--- config.mk ---
export PLATFORM = sky130hd
export DESIGN_NAME = hazard_ctrl_flat
export DESIGN_NICKNAME = d
export VERILOG_FILES = /design/src/rtl/hazard_ctrl_if.sv /design/src/rtl/hazard_ctrl.sv /design/src/flat_wrapper.sv
export SDC_FILE = /design/constraint.sdc
export NUM_CORES = 1
export LEC_CHECK = 0
export CAP_MARGIN = 30
export CORE_ASPECT_RATIO = 1.5
export CORE_UTILIZATION = 45
export CTS_CLUSTER_SIZE = 10
export DETAILED_ROUTE_END_ITERATION = 7
export PLACE_DENSITY_LB_ADDON = 0.05
export SETUP_SLACK_MARGIN = 0.5
export SYNTH_ARGS = -nofsm -noshare
export SYNTH_HDL_FRONTEND = slang
export SYNTH_SLANG_ARGS = --single-unit
--- constraint.sdc ---
create_clock -name clk -period 2.4 [get_ports clk]
set_input_delay 0.36 -clock clk [delete_from_list [all_inputs] [get_ports clk]]
set_output_delay 0.36 -clock clk [all_outputs]
set_load 0.1 [all_outputs]
--- src/rtl/hazard_ctrl_if.sv ---
// Hazard-control bundle between the pipeline datapath (master) and the hazard unit (slave).
interface hazard_ctrl_if #(
    parameter int unsigned CNT_W = 16
);
    logic [31:0]      IR_D;
    logic             Tuse_RS0;
    logic             Tuse_RS1;
    logic             Tuse_RT0;
    logic             Tuse_RT1;
    logic             Tuse_RT2;
    logic [1:0]       Tnew_E;
    logic [1:0]       Tnew_M;
    logic [1:0]       Tnew_W;
    logic             stall;
    logic [1:0]       fwd_rs_D;
    logic [1:0]       fwd_rt_D;
    logic [1:0]       fwd_rs_E;
    logic [1:0]       fwd_rt_E;
    logic             fwd_rt_M;
    logic [CNT_W-1:0] stall_cnt;

    modport master (
        output IR_D, Tuse_RS0, Tuse_RS1, Tuse_RT0, Tuse_RT1, Tuse_RT2, Tnew_E, Tnew_M, Tnew_W,
        input  stall, fwd_rs_D, fwd_rt_D, fwd_rs_E, fwd_rt_E, fwd_rt_M, stall_cnt
    );

    modport slave (
        input  IR_D, Tuse_RS0, Tuse_RS1, Tuse_RT0, Tuse_RT1, Tuse_RT2, Tnew_E, Tnew_M, Tnew_W,
        output stall, fwd_rs_D, fwd_rt_D, fwd_rs_E, fwd_rt_E, fwd_rt_M, stall_cnt
    );
endinterface

--- src/rtl/hazard_ctrl.sv ---
// Five-stage pipeline hazard unit: Tuse/Tnew stall decision, operand forwarding select and a
// saturating stall counter.
module hazard_ctrl #(
    parameter int unsigned CNT_W = 16
) (
    input logic         clk,
    input logic         reset,
    hazard_ctrl_if.slave hz
);
    localparam logic [5:0] OpRtype = 6'h00;
    localparam logic [5:0] OpJal   = 6'h03;
    localparam logic [5:0] OpOri   = 6'h0d;
    localparam logic [5:0] OpLui   = 6'h0f;
    localparam logic [5:0] OpLw    = 6'h23;
    localparam logic [5:0] FnAddu  = 6'h21;
    localparam logic [5:0] FnSubu  = 6'h23;

    logic [5:0] op, func;
    logic [4:0] rs_d, rt_d, rd_d, a3_d;
    logic [4:0] a3_e_q, a3_m_q, a3_w_q, rs_e_q, rt_e_q, rt_m_q;
    logic [CNT_W-1:0] stall_cnt_q;

    logic       use_rs, use_rt, stall_rs, stall_rt, stall;
    logic [1:0] tuse_rs, tuse_rt;

    assign op   = hz.IR_D[31:26];
    assign rs_d = hz.IR_D[25:21];
    assign rt_d = hz.IR_D[20:16];
    assign rd_d = hz.IR_D[15:11];
    assign func = hz.IR_D[5:0];

    always_comb begin
        a3_d = '0;
        case (op)
            OpRtype: if (func == FnAddu || func == FnSubu) a3_d = rd_d;
            OpOri, OpLui, OpLw: a3_d = rt_d;
            OpJal:   a3_d = 5'd31;
            default: a3_d = '0;
        endcase
    end

    // $0 is never a real dependency.
    function automatic logic hit(input logic [4:0] x, input logic [4:0] a3);
        return (x != 5'd0) && (x == a3);
    endfunction

    function automatic logic [1:0] fwd_d_sel(input logic [4:0] x, input logic [4:0] a3e,
                                             input logic [4:0] a3m, input logic [4:0] a3w,
                                             input logic [1:0] tne, input logic [1:0] tnm);
        if (hit(x, a3e) && tne == 2'd0) return 2'd3;
        if (hit(x, a3m) && tnm == 2'd0) return 2'd2;
        if (hit(x, a3w))                return 2'd1;
        return 2'd0;
    endfunction

    function automatic logic [1:0] fwd_e_sel(input logic [4:0] x, input logic [4:0] a3m,
                                             input logic [4:0] a3w, input logic [1:0] tnm);
        if (hit(x, a3m) && tnm == 2'd0) return 2'd2;
        if (hit(x, a3w))                return 2'd1;
        return 2'd0;
    endfunction

    always_comb begin
        use_rs  = hz.Tuse_RS0 | hz.Tuse_RS1;
        tuse_rs = hz.Tuse_RS0 ? 2'd0 : 2'd1;
        use_rt  = hz.Tuse_RT0 | hz.Tuse_RT1 | hz.Tuse_RT2;
        tuse_rt = hz.Tuse_RT0 ? 2'd0 : (hz.Tuse_RT1 ? 2'd1 : 2'd2);
        // Only E and M producers can still be in flight; W is always forwardable.
        stall_rs = use_rs && ((hit(rs_d, a3_e_q) && hz.Tnew_E > tuse_rs) ||
                              (hit(rs_d, a3_m_q) && hz.Tnew_M > tuse_rs));
        stall_rt = use_rt && ((hit(rt_d, a3_e_q) && hz.Tnew_E > tuse_rt) ||
                              (hit(rt_d, a3_m_q) && hz.Tnew_M > tuse_rt));
        stall    = stall_rs | stall_rt;
    end

    assign hz.stall     = stall;
    assign hz.fwd_rs_D  = fwd_d_sel(rs_d, a3_e_q, a3_m_q, a3_w_q, hz.Tnew_E, hz.Tnew_M);
    assign hz.fwd_rt_D  = fwd_d_sel(rt_d, a3_e_q, a3_m_q, a3_w_q, hz.Tnew_E, hz.Tnew_M);
    assign hz.fwd_rs_E  = fwd_e_sel(rs_e_q, a3_m_q, a3_w_q, hz.Tnew_M);
    assign hz.fwd_rt_E  = fwd_e_sel(rt_e_q, a3_m_q, a3_w_q, hz.Tnew_M);
    assign hz.fwd_rt_M  = hit(rt_m_q, a3_w_q);
    assign hz.stall_cnt = stall_cnt_q;

    always_ff @(posedge clk) begin
        if (reset) begin
            a3_e_q      <= '0;
            a3_m_q      <= '0;
            a3_w_q      <= '0;
            rs_e_q      <= '0;
            rt_e_q      <= '0;
            rt_m_q      <= '0;
            stall_cnt_q <= '0;
        end else begin
            a3_e_q <= stall ? 5'd0 : a3_d;
            rs_e_q <= stall ? 5'd0 : rs_d;
            rt_e_q <= stall ? 5'd0 : rt_d;
            a3_m_q <= a3_e_q;
            a3_w_q <= a3_m_q;
            rt_m_q <= rt_e_q;
            if (stall && stall_cnt_q != '1) stall_cnt_q <= stall_cnt_q + 1'b1;
        end
    end
endmodule

--- src/flat_wrapper.sv ---
// flat-port wrapper written by rule: the top's interface ports become plain ports
module hazard_ctrl_flat 
#(
    parameter int unsigned CNT_W = 16
)
  (clk, reset, hz_IR_D, hz_Tuse_RS0, hz_Tuse_RS1, hz_Tuse_RT0, hz_Tuse_RT1, hz_Tuse_RT2, hz_Tnew_E, hz_Tnew_M, hz_Tnew_W, hz_stall, hz_fwd_rs_D, hz_fwd_rt_D, hz_fwd_rs_E, hz_fwd_rt_E, hz_fwd_rt_M, hz_stall_cnt);
  hazard_ctrl_if #(.CNT_W(CNT_W)) hz_i ();
  input logic clk;
  input logic reset;
  input wire logic [$bits(hz_i.IR_D)-1:0] hz_IR_D;
  input wire logic [$bits(hz_i.Tuse_RS0)-1:0] hz_Tuse_RS0;
  input wire logic [$bits(hz_i.Tuse_RS1)-1:0] hz_Tuse_RS1;
  input wire logic [$bits(hz_i.Tuse_RT0)-1:0] hz_Tuse_RT0;
  input wire logic [$bits(hz_i.Tuse_RT1)-1:0] hz_Tuse_RT1;
  input wire logic [$bits(hz_i.Tuse_RT2)-1:0] hz_Tuse_RT2;
  input wire logic [$bits(hz_i.Tnew_E)-1:0] hz_Tnew_E;
  input wire logic [$bits(hz_i.Tnew_M)-1:0] hz_Tnew_M;
  input wire logic [$bits(hz_i.Tnew_W)-1:0] hz_Tnew_W;
  output wire logic [$bits(hz_i.stall)-1:0] hz_stall;
  output wire logic [$bits(hz_i.fwd_rs_D)-1:0] hz_fwd_rs_D;
  output wire logic [$bits(hz_i.fwd_rt_D)-1:0] hz_fwd_rt_D;
  output wire logic [$bits(hz_i.fwd_rs_E)-1:0] hz_fwd_rs_E;
  output wire logic [$bits(hz_i.fwd_rt_E)-1:0] hz_fwd_rt_E;
  output wire logic [$bits(hz_i.fwd_rt_M)-1:0] hz_fwd_rt_M;
  output wire logic [$bits(hz_i.stall_cnt)-1:0] hz_stall_cnt;
  assign hz_i.IR_D = hz_IR_D;
  assign hz_i.Tuse_RS0 = hz_Tuse_RS0;
  assign hz_i.Tuse_RS1 = hz_Tuse_RS1;
  assign hz_i.Tuse_RT0 = hz_Tuse_RT0;
  assign hz_i.Tuse_RT1 = hz_Tuse_RT1;
  assign hz_i.Tuse_RT2 = hz_Tuse_RT2;
  assign hz_i.Tnew_E = hz_Tnew_E;
  assign hz_i.Tnew_M = hz_Tnew_M;
  assign hz_i.Tnew_W = hz_Tnew_W;
  assign hz_stall = hz_i.stall;
  assign hz_fwd_rs_D = hz_i.fwd_rs_D;
  assign hz_fwd_rt_D = hz_i.fwd_rt_D;
  assign hz_fwd_rs_E = hz_i.fwd_rs_E;
  assign hz_fwd_rt_E = hz_i.fwd_rt_E;
  assign hz_fwd_rt_M = hz_i.fwd_rt_M;
  assign hz_stall_cnt = hz_i.stall_cnt;
  hazard_ctrl #(.CNT_W(CNT_W)) u_core (.clk(clk), .reset(reset), .hz(hz_i));
endmodule
==> key figures <==
Run status
  – Outcome: complete, but fails checks
  – Violated checks: negative setup slack

Timing
  – Minimum hold slack: 0.4366 ns
  – Setup ws final: -0.06482 ns
  – Min cycle time layout: 2.465 ns
  – Slew @ Worst Pin: 0.6133 ns
  – Rel. slew slack: 58.99%
  – RSZ-0062 raised after global routing: yes
  – # setup viols final: 1
  – Final period util: 102.7%
  – Final number of hold-violating endpoints: 0
  – FMAX: 0.4057 GHz
  – Clk_skew: 0.007567 ns
  – Final Slew Violations: 0

Worst setup path
  – Kind of critical path: primary input to output port
  – Worst EP arrival: 2.10 ns
  – Reg-to-Reg Start: u_core.a3_m_q[4]
  – Worst Path Max Fanout: 2
  – R2R cell count: 10
  – Startpoint types: primary input
  – CP required: 2.04 ns
  – R2R Setup Slk: 0.10 ns
  – Crit end category: output port
  – Reg-to-reg endpoint: u_core.hz.stall_cnt[7]

Global route
  – Initial antenna violation count: 0
  – First-pass GRT wire length: 13500 um
  – Gr busiest metal: met2
  – Met2 usage: 52.90%
  – Gr ovfl total: 0
  – Grt met3 use: 2.431%
  – GR Layer Usage met1: 28.98%
  – All-Layer GR Usage: 26.97%
  – Vias in the first global route: 2851
  – Largest net degree at the start of global routing: 16

Clock tree
  – Clock Tree Buf Depth: 2
  – Clock sink total: 46
  – Htree depth: 2
  – Clk_lat worst skew: 0.30 ns
  – Cts bufs inserted: 5
  – CTS root buf: clkbuf_8
  – CTS tree: yes
  – Clock Pin Slew Worst Setup and Hold Paths: 0.08 ns

Logic synthesis
  – Largest cells by area after synthesis: dfxtp_1, xnor2_1, nor2b_1, xor2_1, a21oi_1
  – Synth Area in Simple Gates: 30.49%
  – Netlist cell types: 45
  – Synth Area in Compound Gates: 9.417%
  – Top FF cell, synth: dfxtp_1
  – EDFF count, synth: 0
  – Main combinational cell family by area after synthesis: simple AND/OR/NAND/NOR gates
  – Dominant cell type by area after synthesis: dfxtp_1
  – Mapped cell area: 2790 um^2
  – Mux share of post-synthesis cell area: 3.229%
  – Syn Nets: 382
  – Synth Instances: 330
  – Post-synthesis xor/xnor area fraction: 16.32%
  – Mean post-synth cell area: 8.455 um^2
  – Register area share after synthesis: 33.00%
  – Flops & latches, synth: 46
  – Share of synthesized registers carrying an async set or reset: 0%
  – Synthesis Warnings: 0
  – Adder-cell share of the synthesized area: 3.139%
  – Top cell type's share of synthesized area: 33.00%

Cells and area
  – Share of layout cells above drive strength 1: 55.96%
  – Final Non-Filler Cells: 517
  – # diodes: 0
  – Fin util: 83.78%
  – Synth-to-Final Area Change: 76.28%
  – # nets final: 496

Floorplan
  – Die outline height: 98.44 um
  – Initial Utilization: 47.53%
  – Top Ports: 71
  – Row cnt: 34
  – Die W: 66.30 um
  – Core Area: 5871 um^2
  – Die Outline Area: 6526 um^2

Power and ir drop
  – Clk network pwr share: 31.2%
  – Total power: 1906 uW
  – Gate power share: 27.4%
  – Leak: 0.001922 uW
  – Worst IR Drop VDD: 0.0003955 V
  – PD cells: 387.4 nW/um^2
  – Flop pwr share: 41.3%
  – Int Power: 1370 uW
  – Switching share of power: 28.13%
  – Sw power: 536.1 uW

Routing
  – Routed WL: 8839 um
  – Drt wl/cell: 17.10 um
  – DRT iter0 DRCs: 90
  – Post-route DRC: 0
  – DR pass1 iterations: 4
  – Post-DRT Antenna Nets: 0
  – Vias per Instance: 5.470
  – DR vias: 2828

Worst hold path
  – HP Class: primary input to flop
  – Worst hold start: hz_IR_D[24]
  – Hold depth: 3
  – Hold Path Sink: u_core.rs_e_q[3]

Placement
  – Setup WS pre-CTS: -0.5238 ns
  – Routability Congestion: 0.7722
  – Placed Cells: 491
  – DP Wirelength: 5533 um
  – PortBufs: 62

Job
  – Max-Cap Viols: 0
==> cells by family (layout without fill, tap and decap cells) <==
logic type,after synthesis,in the layout
mux,6,6
simple gates,145,146
xor+xnor,52,52
buf+inv,29,143
flops,46,46
compound gates,45,45
fa+ha+maj,7,7
==> placed cells by master (no fill, tap or decap), types with 6 or more instances in the layout <==
cell type        Yosys  final
buf_4                1     68
xnor2_1             39     23
nor2b_1             24     23
dfxtp_4              0     21
clkdlybuf4s50_1      0     19
buf_6                1     19
nor2_1              20     16
xor2_1              13     13
xnor2_2              0     13
nand2_1             16     13
dfxtp_2              0     13
buf_12               0     12
dfxtp_1             46     12
a21oi_2              0     10
nand3_1             14     10
o21ai_1              9      9
a21oi_1             18      8
nor4_4               0      7
or3_1               12      7
mux2_4               6      6
clkbuf_8             0      6
==> area by class of cell <==
type,instances,area (um^2)
clock buffer,7,86.33
clock inverter,1,30.03
fill,349,952.2
inverter,4,18.77
multi-input combinational,256,2395
sequential,46,1016
tap,72,90.09
timing repair buffer,131,1282
==> per-stage QoR <==
stage	cell area [um^2]	TNS [ns]
floorplan	3073	-0.6976
global placement	4088	-12.09
detailed placement	4088	-12.83
CTS	4651	-0.09082
global route	4918	-0.2968
finish	4918	-0.06482
==> power by group through the flow <==
| stage | sequential (uW) | clock, uW | combinational, uW |
|---|---|---|---|
| 2_1_floorplan | 810 | 0 | 235 |
| 3_3_place_gp | 810 | 0 | 403 |
| 3_5_place_dp | 810 | 0 | 409 |
| 4_1_cts | 787 | 604 | 472 |
| 5_1_grt | 790 | 632 | 555 |
| 6_report | 788 | 595 | 523 |
==> cells in the mapped netlist (2+ instances only) <==
cell,instances
a21oi_1,18
a22oi_1,5
a31oi_1,2
and2_1,10
buf_2,2
clkbuf_1,20
dfxtp_1,46
ha_1,7
inv_1,4
mux2_4,6
nand2_1,16
nand2b_1,2
nand3_1,14
nand4_1,3
nor2_1,20
nor2b_1,24
nor3_1,12
nor3b_1,2
nor4_1,10
nor4b_1,2
nor4b_2,2
o21ai_0,6
o21ai_1,9
or2_2,2
or3_1,12
or3b_2,2
or4_1,3
or4_4,2
xnor2_1,39
xor2_1,13
==> worst max-delay path, stage by stage <==
cell        delay [ns]
buf_6             0.09
or4_4             0.58
o211ai_4          0.22
nor3_4            0.07
nor4_4            0.38
buf_12            0.16
clkinvlp_4        0.08
buf_12            0.16
==> timing repair <==
| action | in CTS | in global routing |
|---|---|---|
| buffers inserted | 10 | 5 |
| gates resized for setup | 140 | 52 |
| endpoints found under the setup margin | 41 | 41 |
| hold buffers | 0 | 0 |
| gates cloned | 3 | 0 |
| hold endpoints to repair | 0 | 0 |
| pin swaps | 38 | 28 |
==> registers in the layout, summed over array words and instances (netlist names) <==
register,count
u_core.rt_m_q,5
u_core.hz.stall_cnt,16
u_core.a3_m_q,5
u_core.rs_e_q,5
u_core.a3_e_q,5
u_core.a3_w_q,5
u_core.rt_e_q,5
==> routing by layer <==
layer	vias to the layer above	wire length, um
li1	1375	-
met1	1364	3349
met2	67	4998
met3	22	251
met4	0	240
met5	-	0
==> worst max path at each step <==
stage | from | endpoint | slack, ns | cells after the start
after floorplan | hz_Tnew_M[1] | hz_fwd_rt_E[0] | -0.21 | 3
after global placement | hz_Tuse_RT1 | hz_stall | -0.51 | 10
after detailed placement | hz_Tuse_RT1 | u_core.hz.stall_cnt[8] | -0.52 | 11
after CTS | hz_Tuse_RT0 | hz_stall | -0.09 | 11
after global routing | hz_IR_D[21] | hz_stall | -0.12 | 8
final | hz_IR_D[21] | hz_stall | -0.06 | 8
No activity file was read; power rests on OpenSTA's default activity.
